--- src/rtl/golf_turn_engine_if.sv ---
// Map-read and trig-lookup handshakes between golf_turn_engine (master) and its
// tile memory / cos-sin table (slave).
interface golf_turn_engine_if;
  logic        tile_req;
  logic [15:0] tile_addr;
  logic        tile_valid;
  logic [1:0]  tile_type;
  logic        trig_req;
  logic [15:0] trig_angle;
  logic        trig_valid;
  logic [15:0] cos_abs;
  logic [15:0] sin_abs;
  logic        cos_sign;
  logic        sin_sign;

  modport master (
    output tile_req, tile_addr, trig_req, trig_angle,
    input  tile_valid, tile_type, trig_valid, cos_abs, sin_abs, cos_sign, sin_sign
  );

  modport slave (
    input  tile_req, tile_addr, trig_req, trig_angle,
    output tile_valid, tile_type, trig_valid, cos_abs, sin_abs, cos_sign, sin_sign
  );
endinterface

--- src/rtl/golf_turn_engine.sv ---
// Turn-based mini-golf engine: charge, aim, per-frame tile probing, reflect/move, turn rotation.
// Optional stroke cap enabled by defining GOLF_STROKE_LIMIT_EN.
module golf_turn_engine #(
  parameter int unsigned NUM_PLAYERS        = 2,
  parameter int unsigned MAP_WIDTH          = 160,
  parameter int unsigned MAP_HEIGHT         = 90,
  parameter int unsigned START_X            = 10,
  parameter int unsigned START_Y            = 10,
  parameter int unsigned GRASS_DECEL        = 2,
  parameter int unsigned SAND_DECEL         = 10,
  parameter logic [15:0] MAX_INIT_SPEED     = 16'h0200,
  parameter logic [15:0] MAX_SPEED_TO_SCORE = 16'h0080,
  parameter int unsigned CHARGE_DIV         = 390625,
  parameter int unsigned MAX_STROKES        = 10,
  localparam int unsigned PW = (NUM_PLAYERS > 1) ? $clog2(NUM_PLAYERS) : 1
) (
  input  logic                     clk_in,
  input  logic                     rst_n_in,
  input  logic                     new_frame,
  input  logic                     charging_hit,
  input  logic [15:0]              aim_angle,
  golf_turn_engine_if.master       bus,
  output logic [PW-1:0]            active_player,
  output logic [15:0]              ball_x,
  output logic [15:0]              ball_y,
  output logic [15:0]              ball_speed,
  output logic [15:0]              ball_direction,
  output logic [8*NUM_PLAYERS-1:0] strokes,
  output logic [NUM_PLAYERS-1:0]   done_mask,
  output logic [2:0]               state_out,
  output logic                     game_over
);

  typedef enum logic [2:0] {
    S_RESTING   = 3'd0,
    S_CHARGING  = 3'd1,
    S_AIM       = 3'd2,
    S_PROBE     = 3'd3,
    S_UPDATE    = 3'd4,
    S_REFLECT   = 3'd5,
    S_NEXT_TURN = 3'd6,
    S_GAME_OVER = 3'd7
  } state_e;

  localparam logic [1:0]  T_HOLE   = 2'd0;
  localparam logic [1:0]  T_WALL   = 2'd1;
  localparam logic [1:0]  T_GRASS  = 2'd2;
  localparam logic [1:0]  T_SAND   = 2'd3;
  localparam logic [8:0]  MW9      = 9'(MAP_WIDTH);
  localparam logic [8:0]  MH9      = 9'(MAP_HEIGHT);
  localparam logic [15:0] MW16     = 16'(MAP_WIDTH);
  localparam logic [15:0] GD       = 16'(GRASS_DECEL);
  localparam logic [15:0] SD       = 16'(SAND_DECEL);
  localparam logic [31:0] DIV_LAST = 32'(CHARGE_DIV - 1);
  localparam logic [15:0] X_RST    = {8'(START_X), 8'h00};
  localparam logic [15:0] Y_RST    = {8'(START_Y), 8'h00};
  localparam logic [7:0]  CAP      = 8'(MAX_STROKES);
`ifdef GOLF_STROKE_LIMIT_EN
  localparam bit LIMIT_EN = 1'b1;
`else
  localparam bit LIMIT_EN = 1'b0;
`endif

  state_e              state_q, state_d;
  logic [PW-1:0]       active_q, active_d;
  logic [15:0]         x_q [NUM_PLAYERS];
  logic [15:0]         x_d [NUM_PLAYERS];
  logic [15:0]         y_q [NUM_PLAYERS];
  logic [15:0]         y_d [NUM_PLAYERS];
  logic [7:0]          strokes_q [NUM_PLAYERS];
  logic [7:0]          strokes_d [NUM_PLAYERS];
  logic [NUM_PLAYERS-1:0] done_q, done_d;
  logic [15:0]         speed_q, speed_d, dir_q, dir_d;
  logic [15:0]         cos_q, cos_d, sin_q, sin_d;
  logic                cos_s_q, cos_s_d, sin_s_q, sin_s_d;
  logic                charge_up_q, charge_up_d, trig_done_q, trig_done_d, moved_q, moved_d;
  logic [31:0]         div_q, div_d;
  logic [2:0]          probe_idx_q, probe_idx_d;
  logic [1:0]          tiles_q [5];
  logic [1:0]          tiles_d [5];

  logic [15:0] cur_x, cur_y, n_addr, dx, dy, decel, dir_xr, dir_yr;
  logic [8:0]  nx, ny;
  logic        under, n_oob, any_left;
  logic [PW-1:0] nxt_player;
  int unsigned cand;

  // Integer coordinates of the tile currently being probed; a step below 0 is caught before it wraps
  always_comb begin
    cur_x = x_q[active_q];
    cur_y = y_q[active_q];
    nx    = {1'b0, cur_x[15:8]};
    ny    = {1'b0, cur_y[15:8]};
    under = 1'b0;
    case (probe_idx_q)
      3'd1: nx = nx + 9'd1;
      3'd2: ny = ny + 9'd1;
      3'd3: begin under = (nx == '0); nx = nx - 9'd1; end
      3'd4: begin under = (ny == '0); ny = ny - 9'd1; end
      default: ;
    endcase
    n_oob  = under || (nx >= MW9) || (ny >= MH9);
    n_addr = 16'(nx) + MW16 * 16'(ny);
  end

  always_comb begin
    dx     = 16'((32'(speed_q) * 32'(cos_q)) >> 8);
    dy     = 16'((32'(speed_q) * 32'(sin_q)) >> 8);
    dir_xr = (dir_q <= 16'd180) ? 16'd180 - dir_q : 16'd540 - dir_q;
    dir_yr = (dir_q == '0) ? '0 : 16'd360 - dir_q;
    case (tiles_q[0])
      T_GRASS: decel = GD;
      T_SAND:  decel = SD;
      default: decel = '0;
    endcase
  end

  // First unfinished player after the active one, wrapping back to the active one last
  always_comb begin
    nxt_player = active_q;
    any_left   = 1'b0;
    cand       = 0;
    for (int unsigned k = 1; k <= NUM_PLAYERS; k++) begin
      cand = (32'(active_q) + k) % NUM_PLAYERS;
      if (!any_left && !done_q[PW'(cand)]) begin
        any_left   = 1'b1;
        nxt_player = PW'(cand);
      end
    end
  end

  always_ff @(posedge clk_in) begin
    if (!rst_n_in) begin
      state_q     <= S_RESTING;
      active_q    <= '0;
      for (int unsigned p = 0; p < NUM_PLAYERS; p++) begin
        x_q[p]       <= X_RST;
        y_q[p]       <= Y_RST;
        strokes_q[p] <= '0;
      end
      done_q      <= '0;
      speed_q     <= '0;
      dir_q       <= '0;
      cos_q       <= '0;
      sin_q       <= '0;
      cos_s_q     <= 1'b1;
      sin_s_q     <= 1'b1;
      charge_up_q <= 1'b1;
      trig_done_q <= 1'b0;
      moved_q     <= 1'b0;
      div_q       <= '0;
      probe_idx_q <= '0;
      for (int unsigned t = 0; t < 5; t++) tiles_q[t] <= T_GRASS;
    end else begin
      state_q     <= state_d;
      active_q    <= active_d;
      x_q         <= x_d;
      y_q         <= y_d;
      strokes_q   <= strokes_d;
      done_q      <= done_d;
      speed_q     <= speed_d;
      dir_q       <= dir_d;
      cos_q       <= cos_d;
      sin_q       <= sin_d;
      cos_s_q     <= cos_s_d;
      sin_s_q     <= sin_s_d;
      charge_up_q <= charge_up_d;
      trig_done_q <= trig_done_d;
      moved_q     <= moved_d;
      div_q       <= div_d;
      probe_idx_q <= probe_idx_d;
      tiles_q     <= tiles_d;
    end
  end

  always_comb begin
    state_d     = state_q;
    active_d    = active_q;
    x_d         = x_q;
    y_d         = y_q;
    strokes_d   = strokes_q;
    done_d      = done_q;
    speed_d     = speed_q;
    dir_d       = dir_q;
    cos_d       = cos_q;
    sin_d       = sin_q;
    cos_s_d     = cos_s_q;
    sin_s_d     = sin_s_q;
    charge_up_d = charge_up_q;
    trig_done_d = trig_done_q;
    moved_d     = moved_q;
    div_d       = div_q;
    probe_idx_d = probe_idx_q;
    tiles_d     = tiles_q;
    case (state_q)
      S_RESTING: begin
        if (charging_hit) begin
          state_d     = S_CHARGING;
          speed_d     = '0;
          charge_up_d = 1'b1;
          div_d       = '0;
        end
      end
      S_CHARGING: begin
        if (!charging_hit) begin
          if (speed_q == '0) begin
            state_d = S_RESTING;
          end else begin
            if (strokes_q[active_q] != 8'hFF) strokes_d[active_q] = strokes_q[active_q] + 8'd1;
            dir_d       = aim_angle;
            trig_done_d = 1'b0;
            state_d     = S_AIM;
          end
        end else if (div_q == DIV_LAST) begin
          div_d = '0;
          if (charge_up_q) begin
            speed_d = speed_q + 16'd1;
            if (speed_q + 16'd1 >= MAX_INIT_SPEED) charge_up_d = 1'b0;
          end else begin
            speed_d = speed_q - 16'd1;
            if (speed_q <= 16'd1) charge_up_d = 1'b1;
          end
        end else begin
          div_d = div_q + 32'd1;
        end
      end
      S_AIM, S_REFLECT: begin
        if (!trig_done_q) begin
          if (bus.trig_valid) begin
            cos_d       = bus.cos_abs;
            sin_d       = bus.sin_abs;
            cos_s_d     = bus.cos_sign;
            sin_s_d     = bus.sin_sign;
            trig_done_d = 1'b1;
          end
        end else if (new_frame) begin
          state_d     = S_PROBE;
          probe_idx_d = '0;
        end
      end
      S_PROBE: begin
        // Off-map neighbours resolve as walls in the same cycle without touching the bus
        if (n_oob || bus.tile_valid) begin
          tiles_d[probe_idx_q] = n_oob ? T_WALL : bus.tile_type;
          if (probe_idx_q == 3'd4) begin
            state_d = S_UPDATE;
            moved_d = 1'b0;
          end else begin
            probe_idx_d = probe_idx_q + 3'd1;
          end
        end
      end
      S_UPDATE: begin
        if (moved_q) begin
          if (new_frame) begin
            state_d     = S_PROBE;
            probe_idx_d = '0;
          end
        end else if (tiles_q[0] == T_HOLE && speed_q < MAX_SPEED_TO_SCORE) begin
          done_d[active_q] = 1'b1;
          speed_d          = '0;
          state_d          = S_NEXT_TURN;
        end else if (speed_q == '0) begin
          if (LIMIT_EN && strokes_q[active_q] == CAP) done_d[active_q] = 1'b1;
          state_d = S_NEXT_TURN;
        end else if (tiles_q[1] == T_WALL) begin
          x_d[active_q] = {cur_x[15:8] - 8'd1, 8'h80};
          dir_d         = dir_xr;
          trig_done_d   = 1'b0;
          state_d       = S_REFLECT;
        end else if (tiles_q[2] == T_WALL) begin
          y_d[active_q] = {cur_y[15:8] - 8'd1, 8'h80};
          dir_d         = dir_yr;
          trig_done_d   = 1'b0;
          state_d       = S_REFLECT;
        end else if (tiles_q[3] == T_WALL) begin
          x_d[active_q] = {cur_x[15:8] + 8'd1, 8'h80};
          dir_d         = dir_xr;
          trig_done_d   = 1'b0;
          state_d       = S_REFLECT;
        end else if (tiles_q[4] == T_WALL) begin
          y_d[active_q] = {cur_y[15:8] + 8'd1, 8'h80};
          dir_d         = dir_yr;
          trig_done_d   = 1'b0;
          state_d       = S_REFLECT;
        end else begin
          // Displacement uses the speed held during this frame; decel applies afterwards
          speed_d       = (speed_q > decel) ? speed_q - decel : '0;
          x_d[active_q] = cos_s_q ? cur_x + dx : cur_x - dx;
          y_d[active_q] = sin_s_q ? cur_y + dy : cur_y - dy;
          moved_d       = 1'b1;
        end
      end
      S_NEXT_TURN: begin
        if (any_left) begin
          active_d = nxt_player;
          speed_d  = '0;
          state_d  = S_RESTING;
        end else begin
          state_d = S_GAME_OVER;
        end
      end
      default: ;
    endcase
  end

  always_comb begin
    bus.tile_req   = (state_q == S_PROBE) && !n_oob;
    bus.tile_addr  = n_addr;
    bus.trig_req   = ((state_q == S_AIM) || (state_q == S_REFLECT)) && !trig_done_q;
    bus.trig_angle = dir_q;
    active_player  = active_q;
    ball_x         = cur_x;
    ball_y         = cur_y;
    ball_speed     = speed_q;
    ball_direction = dir_q;
    strokes        = '0;
    for (int unsigned p = 0; p < NUM_PLAYERS; p++) strokes[8*p +: 8] = strokes_q[p];
    done_mask      = done_q;
    state_out      = state_q;
    game_over      = (state_q == S_GAME_OVER);
  end

endmodule

--- src/flat_wrapper.sv ---
// flat-port wrapper written by rule: the top's interface ports become plain ports
module golf_turn_engine_flat 
#(
  parameter int unsigned NUM_PLAYERS        = 2,
  parameter int unsigned MAP_WIDTH          = 160,
  parameter int unsigned MAP_HEIGHT         = 90,
  parameter int unsigned START_X            = 10,
  parameter int unsigned START_Y            = 10,
  parameter int unsigned GRASS_DECEL        = 2,
  parameter int unsigned SAND_DECEL         = 10,
  parameter logic [15:0] MAX_INIT_SPEED     = 16'h0200,
  parameter logic [15:0] MAX_SPEED_TO_SCORE = 16'h0080,
  parameter int unsigned CHARGE_DIV         = 390625,
  parameter int unsigned MAX_STROKES        = 10,
  localparam int unsigned PW = (NUM_PLAYERS > 1) ? $clog2(NUM_PLAYERS) : 1
)
  (clk_in, rst_n_in, new_frame, charging_hit, aim_angle, active_player, ball_x, ball_y, ball_speed, ball_direction, strokes, done_mask, state_out, game_over, bus_tile_req, bus_tile_addr, bus_trig_req, bus_trig_angle, bus_tile_valid, bus_tile_type, bus_trig_valid, bus_cos_abs, bus_sin_abs, bus_cos_sign, bus_sin_sign);
  golf_turn_engine_if bus_i ();
  input  logic clk_in;
  input  logic rst_n_in;
  input  logic new_frame;
  input  logic charging_hit;
  input  logic [15:0] aim_angle;
  output logic [PW-1:0] active_player;
  output logic [15:0] ball_x;
  output logic [15:0] ball_y;
  output logic [15:0] ball_speed;
  output logic [15:0] ball_direction;
  output logic [8*NUM_PLAYERS-1:0] strokes;
  output logic [NUM_PLAYERS-1:0] done_mask;
  output logic [2:0] state_out;
  output logic game_over;
  output wire logic [$bits(bus_i.tile_req)-1:0] bus_tile_req;
  output wire logic [$bits(bus_i.tile_addr)-1:0] bus_tile_addr;
  output wire logic [$bits(bus_i.trig_req)-1:0] bus_trig_req;
  output wire logic [$bits(bus_i.trig_angle)-1:0] bus_trig_angle;
  input wire logic [$bits(bus_i.tile_valid)-1:0] bus_tile_valid;
  input wire logic [$bits(bus_i.tile_type)-1:0] bus_tile_type;
  input wire logic [$bits(bus_i.trig_valid)-1:0] bus_trig_valid;
  input wire logic [$bits(bus_i.cos_abs)-1:0] bus_cos_abs;
  input wire logic [$bits(bus_i.sin_abs)-1:0] bus_sin_abs;
  input wire logic [$bits(bus_i.cos_sign)-1:0] bus_cos_sign;
  input wire logic [$bits(bus_i.sin_sign)-1:0] bus_sin_sign;
  assign bus_tile_req = bus_i.tile_req;
  assign bus_tile_addr = bus_i.tile_addr;
  assign bus_trig_req = bus_i.trig_req;
  assign bus_trig_angle = bus_i.trig_angle;
  assign bus_i.tile_valid = bus_tile_valid;
  assign bus_i.tile_type = bus_tile_type;
  assign bus_i.trig_valid = bus_trig_valid;
  assign bus_i.cos_abs = bus_cos_abs;
  assign bus_i.sin_abs = bus_sin_abs;
  assign bus_i.cos_sign = bus_cos_sign;
  assign bus_i.sin_sign = bus_sin_sign;
  golf_turn_engine #(.NUM_PLAYERS(NUM_PLAYERS), .MAP_WIDTH(MAP_WIDTH), .MAP_HEIGHT(MAP_HEIGHT), .START_X(START_X), .START_Y(START_Y), .GRASS_DECEL(GRASS_DECEL), .SAND_DECEL(SAND_DECEL), .MAX_INIT_SPEED(MAX_INIT_SPEED), .MAX_SPEED_TO_SCORE(MAX_SPEED_TO_SCORE), .CHARGE_DIV(CHARGE_DIV), .MAX_STROKES(MAX_STROKES)) u_core (.clk_in(clk_in), .rst_n_in(rst_n_in), .new_frame(new_frame), .charging_hit(charging_hit), .aim_angle(aim_angle), .bus(bus_i), .active_player(active_player), .ball_x(ball_x), .ball_y(ball_y), .ball_speed(ball_speed), .ball_direction(ball_direction), .strokes(strokes), .done_mask(done_mask), .state_out(state_out), .game_over(game_over));
endmodule
--- config.mk ---
export PLATFORM = sky130hd
export DESIGN_NAME = golf_turn_engine_flat
export DESIGN_NICKNAME = d
export VERILOG_FILES = /design/src/rtl/golf_turn_engine_if.sv /design/src/rtl/golf_turn_engine.sv /design/src/flat_wrapper.sv
export SDC_FILE = /design/constraint.sdc
export NUM_CORES = 2
export LEC_CHECK = 0
export CAP_MARGIN = 20
export CORE_ASPECT_RATIO = 1.4
export CORE_MARGIN = 1.5
export CORE_UTILIZATION = 30
export DETAILED_ROUTE_END_ITERATION = 12
export PLACE_DENSITY = 0.55
export SKIP_CTS_REPAIR_TIMING = 1
export SLEW_MARGIN = 15
export SYNTH_ARGS = -nofsm -noshare
export SYNTH_HDL_FRONTEND = slang
export SYNTH_SLANG_ARGS = --single-unit
--- constraint.sdc ---
create_clock -name clk_in -period 10.9 [get_ports clk_in]
set_clock_uncertainty 0.1 [all_clocks]
set_input_delay 2.18 -clock clk_in [delete_from_list [all_inputs] [get_ports clk_in]]
set_output_delay 2.18 -clock clk_in [all_outputs]
set_load 0.01 [all_outputs]
# Word level (Yosys, flattened, before mapping)
# Cells that the tools add are included.
# word_totals
word_cells	291
inputBits	58
ff_bits	200
out_inout_bits	121
# classes
n_eq_ne	44
muxes	128
reduce_logical	43
mul	3
n_addsub	24
bitwise_logic	9
n_lt_le_gt_ge	15
# ops
op	n
16-bit 2-to-1 mux	33
32-bit 2-to-1 mux	10
32-bit bitwise mux	6
16-bit one-hot mux with 4 select lines	1
32-bit one-hot mux with 2 select lines	1
3-bit 2-to-1 mux	19
16-bit by 16-bit multiplier with 24-bit output	2
9-bit one-hot mux with 2 select lines	2
1-bit 2-to-1 mux	35
16-bit adder	2
32-bit by 1-bit adder with 32-bit output, second input constant	1
32-bit by 19-bit equality test with 1-bit output, second input constant	1
16-bit logical NOT	2
8-bit 2-to-1 mux	4
16-bit one-hot mux with 2 select lines	1
16-bit subtractor	2
8-bit by 1-bit adder with 8-bit output, second input constant	3
7-bit AND reduction	3
8-bit by 1-bit adder with 9-bit output, second input constant	2
2-bit != test, second input constant	9
3-bit one-hot mux with 6 select lines	1
8-bit by 1-bit subtractor with 9-bit output, second input constant	2
16-bit by 1-bit adder with 16-bit output, second input constant	1
9-bit by 16-bit adder with 16-bit output	1
65 further kinds	122

# Logic depth before layout (Yosys ltp)
# depth
depth_word	12
depth_mapped	41
ltp_nobuf	39

# Least setup slack after synthesis
# OpenSTA, ideal clock, no wires.
# synth_path
path_type	register to register
from	register u_core.speed_q[9], in the netlist u_core.ball_speed[9]
to	register u_core.x_q[15] (netlist name)
n_path_buf	3
setup_ps	136
synth_period_minus_slack_ps	8326
path_stages_with_launch	35
slack_ps	2574
t_required_ps	10664
arrival_time_ps	8090
path_cell_list	dfxtp_1 > clkbuf_1 > clkbuf_1 > clkbuf_1 > nand2_1 > fa_1 > fa_1 > fa_1 > inv_1 > fa_1 > fa_1 > inv_1 > fa_1 > inv_1 > ha_1 > o21a_1 > o221ai_1 > nor3_1 > nor2_1 > xnor2_1 > and4b_1 > a31oi_1 > xor2_1 > ha_1 > and3_1 > a21oi_1 > o21ai_0 > or4_1 > a31oi_1 > o21bai_1 > a21o_1 > a21oi_1 > xnor3_1 > nand2_1 > a31oi_1
# synth_between
elab_chain_cells	8
word_cells_on_any_way	15
classes_between	2 x add/sub; 1 x mul; 1 x order compare; 6 x mux; 2 x bitwise; 3 x reduce/logical
# synth_rtl
element	line_no	text
start: declaration	golf_turn_engine.sv:73	logic [15:0] speed_q, speed_d, dir_q, dir_d;
start signal: assignment	golf_turn_engine.sv:161	speed_q <= speed_d;
16-bit by 16-bit multiplier with 24-bit output	golf_turn_engine.sv:107	dx = 16'((32'(speed_q) * 32'(cos_q)) >> 8);
16-bit subtractor or 16-bit adder (tied branches)	golf_turn_engine.sv:289	x_d[active_q] = cos_s_q ? cur_x + dx : cur_x - dx;
16-bit 2-to-1 mux	golf_turn_engine.sv:289	
32-bit bitwise mux	golf_turn_engine.sv:289	
32-bit 2-to-1 mux	golf_turn_engine.sv:281	end else if (tiles_q[4] == T_WALL) begin
32-bit 2-to-1 mux	golf_turn_engine.sv:276	end else if (tiles_q[3] == T_WALL) begin
32-bit 2-to-1 mux	golf_turn_engine.sv:271	end else if (tiles_q[2] == T_WALL) begin
32-bit 2-to-1 mux	golf_turn_engine.sv:266	end else if (tiles_q[1] == T_WALL) begin
end signal: indexed assignment	golf_turn_engine.sv:137	x_q[p] <= X_RST;
end signal: assignment	golf_turn_engine.sv:157	x_q <= x_d;
end: declaration	golf_turn_engine.sv:66	logic [15:0] x_q [NUM_PLAYERS];
# Parallel ways exist; a longest one is shown, timed or not. The select of a mux whose other input is x is not followed.
# A chain may end at the register's enable or synchronous reset.

# Worst setup path after layout
# layout_path
from	register u_core.speed_q[7], in the netlist u_core.ball_speed[7]
to	register u_core.y_q[31] (netlist name)
# layout_between
elab_chain_cells	7
word_cells_on_any_way	14
classes_between	2 x add/sub; 1 x mul; 1 x order compare; 5 x mux; 2 x bitwise; 3 x reduce/logical
# layout_rtl
element	line_no	text
16-bit by 16-bit multiplier with 24-bit output	golf_turn_engine.sv:108	dy = 16'((32'(speed_q) * 32'(sin_q)) >> 8);
16-bit subtractor or 16-bit adder (tied branches)	golf_turn_engine.sv:290	y_d[active_q] = sin_s_q ? cur_y + dy : cur_y - dy;
16-bit 2-to-1 mux	golf_turn_engine.sv:290	
32-bit bitwise mux	golf_turn_engine.sv:290	
32-bit 2-to-1 mux	golf_turn_engine.sv:281	
32-bit 2-to-1 mux	golf_turn_engine.sv:276	
32-bit 2-to-1 mux	golf_turn_engine.sv:271	
end signal: assignment	golf_turn_engine.sv:158	y_q <= y_d;
end: declaration	golf_turn_engine.sv:68	logic [15:0] y_q [NUM_PLAYERS];
# Parallel ways exist; a longest one is shown, timed or not. The select of a mux whose other input is x is not followed.

==> results.ini <==
[outcome]
status=finished, final reports clean

[final_layout]
area_growth_pct=11.9
num_antenna_cells=0
design_area_mm2=0.0321
fillers=9983
drive_above_1_share_pct=3.73
final_nets=4277

[timing]
finalSetupTns_ns=0
min_period_ns=9.03
worst_slew_pin_slew_ns=1.07
final-max-slew-violation-count=0
hold_violations=0
post-route-period-util_pct=82.9
finalSetupViolations=0
setup_slack_ns=1.87
worst_hold_slack_ns=0.359
slew_headroom_pct=28.2
max_freq_mhz=111
rsz0062_at_grt=no

[power]
internal_power_uw=1450
p_sw_share_pct=40.3
comb_power_share_pct=33.3
p_leak_uw=0.0139
seqPwrFrac_pct=36.3
switchingPower_uw=977
clkPwrFrac_pct=30.4
ir_drop_mv=0.108
pwr_density_cell_mw_per_mm2=75.4

[clock_network]
cts-htree-levels=4
clock_path_buffers=2
cts_buffers=17
clk_latency_ns=0.51
clkSinkCount=200
cts.clk_slew.worst_paths_ns=0.09
root_buffer=clkbuf_16
cts_tree=built

[logic_synthesis]
synth.area.mux_share_pct=2.52
yosysTopAreaCell=fa_1
yosys_warnings=0
avgSynthCellArea_um2=7.90
synth_top_area_share_pct=23.7
synthTopCellsByArea=fa_1 24%, dfxtp_1 14%, ha_1 9.4%
synth_compound_area_share_pct=13.5
synth_ff_type=dfxtp_1
syn-cell-area_mm2=0.0287
syn_inst=3635
synth_top_family_by_area=adder cells
synth_simple_gate_area_share_pct=21.3
synth_seq_cells=200
synth.distinct_cells=85
synth_edf_count=0
seq_area_frac_synth_pct=13.9
syn_nets=4248
async_flop_share_pct=0
synthXorXnorAreaFrac_pct=5.75
synth_fa_ha_area_share_pct=33.1

[min_path]
min_from=u_core.y_q[3]
hold_class=reg2reg
min_path_cells=2
hold_end=u_core.y_q[3]

[worst_setup_path]
crit_slowest_cell=dfxtp_1
max_stage_delay_ns=0.85
path_buf_inv=6
worst_r2r_startpoint=u_core.ball_speed[7]
arrival_ns=9.32
critPathRequiredTime_ns=11.19
r2r_end=u_core.y_q[31]
crit_family=adder cells
reg2reg_depth=32
r2r_setup_slack_ns=1.87
critPathKind=reg2reg
crit_fanout=26
critPathLaunchType=register
cp-end-kind=register
crit_path_frequent_cell=fa_1

[routing]
via_per_inst=5.02
wl_per_cell_um=18.1
firstDrtPassIters=7
drt_iter0_markers=1243
vias=24625
drtAntennaViolNets=0
totalWireLength_um=88600
drc=0

[floorplan]
coreArea_mm2=0.0951
fp-row-count=134
initial_core_util_pct=30.2
die_h_um=369
fp.dieArea_mm2=0.0976
fp.dieW_um=264
boundaryPins=179

[placement]
preCtsSetupSlack_ns=1.93
io_buffers=178
gp_congestion=0.859
place_area_mm2=0.0315
hpwl_um=69100

[global_routing]
first_global_vias=25330
antenna_found_initial=0
grt_pass1_wl_um=141000
grt_overflow_total=0
grt_max_degree=71
grt_usage_pct=18.5

[job]
maxCapViolCount=0

[worst register-to-register path, delay by kind of cell, from the launching register on]
kind / cells / cell delay [ns]
fa+ha+maj: 8 / 3.81
compound gates: 8 / 1.64
simple gates: 7 / 1.21
flops: 1 / 0.85
buf+inv: 6 / 0.75
xor+xnor: 3 / 0.54
[placed cells by master (no fill, tap or decap), drive strengths merged, types with 124 or more instances in the layout]
| master | count |
|---|---|
| a21oi | 210 |
| and2 | 239 |
| clkdlybuf4s50 | 177 |
| dfxtp | 200 |
| fa | 340 |
| ha | 215 |
| inv | 521 |
| nand2 | 481 |
| nor2 | 243 |
| o21ai | 131 |
| xnor2 | 124 |
[sequential cells by signal, summed over array words and instances, names as in the netlist]
register               cells
u_core.div_q              32
u_core.strokes            16
u_core.tiles_q            10
u_core.cos_s_q             1
u_core.done_mask           2
u_core.state_out           3
u_core.sin_q              16
u_core.probe_idx_q         3
u_core.active_player       1
u_core.ball_direction     16
u_core.trig_done_q         1
u_core.moved_q             1
u_core.x_q                32
u_core.charge_up_q         1
u_core.y_q                32
u_core.sin_s_q             1
u_core.ball_speed         16
u_core.cos_q              16
[synth_stat cells (all sizes together) (11+ instances only)]
cell / count
a211oi: 33
a21boi: 11
a21o: 24
a21oi: 210
a22oi: 31
a31oi: 28
and2: 239
and3: 23
buf: 44
clkbuf: 173
dfxtp: 200
fa: 340
ha: 215
inv: 513
mux2: 26
mux2i: 43
nand2: 481
nand2b: 20
nand3: 71
nand4: 30
nor2: 243
nor2b: 24
nor3: 63
nor4: 14
o21a: 15
o21ai: 131
o22ai: 21
or2: 12
or3: 18
xnor2: 124
xor2: 62
[layout make-up]
| cell class | instances | area [µm²] | area share [%] |
|---|---|---|---|
| inverter | 515 | 1940 | 6.02 |
| sequential | 200 | 4010 | 12.5 |
| clock buffer | 17 | 425 | 1.32 |
| timing repair buffer | 227 | 2140 | 6.67 |
| tap | 1224 | 1530 | 4.77 |
| clock inverter | 15 | 220 | 0.685 |
| multi-input combinational | 2703 | 21900 | 68.1 |
[metrics by stage]
stage                     utilization (%)  std cells  power, µW
final                                33.8       4901       2420
after global routing                 33.8       4901       2570
after CTS                            33.8       4901       2450
after detailed placement             33.1       4869       1700
after global placement               33.1       4869       1700
after floorplan                         -       3635       1410
[worst max-delay path by stage]
| stage | startpoint | endpoint | cells after the start |
|---|---|---|---|
| after floorplan | u_core.ball_speed[9] | u_core.x_q[15] | 34 |
| after global placement | u_core.ball_speed[7] | u_core.y_q[31] | 32 |
| after detailed placement | u_core.ball_speed[7] | u_core.y_q[31] | 32 |
| after CTS | u_core.ball_speed[7] | u_core.y_q[31] | 32 |
| after global routing | u_core.ball_speed[7] | u_core.y_q[15] | 36 |
| final | u_core.ball_speed[7] | u_core.y_q[31] | 32 |
[per-layer routing]
layer  routed length (µm)  up-vias  track usage [%]  share of wire (%)
met1                36000    12010             21.9                 41
met2                43900      653             32.6                 50
li1                     -    11813                -                  -
met4                 3960        0             8.42                4.5
met3                 4720      149             3.08                5.3
met5                    0        -                0                  0
[power groups by stage]
stage,Sequential [µW],Clock [µW],Combinational [µW]
6_report,879,737,807
5_1_grt,889,784,894
4_1_cts,879,760,812
3_5_place_dp,896,0,806
3_3_place_gp,896,0,804
2_1_floorplan,826,0,588
[cell families (layout without fill, tap and decap cells)]
| family | after synthesis | after routing |
|---|---|---|
| xor+xnor | 187 | 187 |
| flops | 200 | 200 |
| fa+ha+maj | 555 | 555 |
| simple gates | 1276 | 1276 |
| compound gates | 616 | 616 |
| mux | 69 | 69 |
| buf+inv | 732 | 774 |
(Power assumes the default switching activity.)
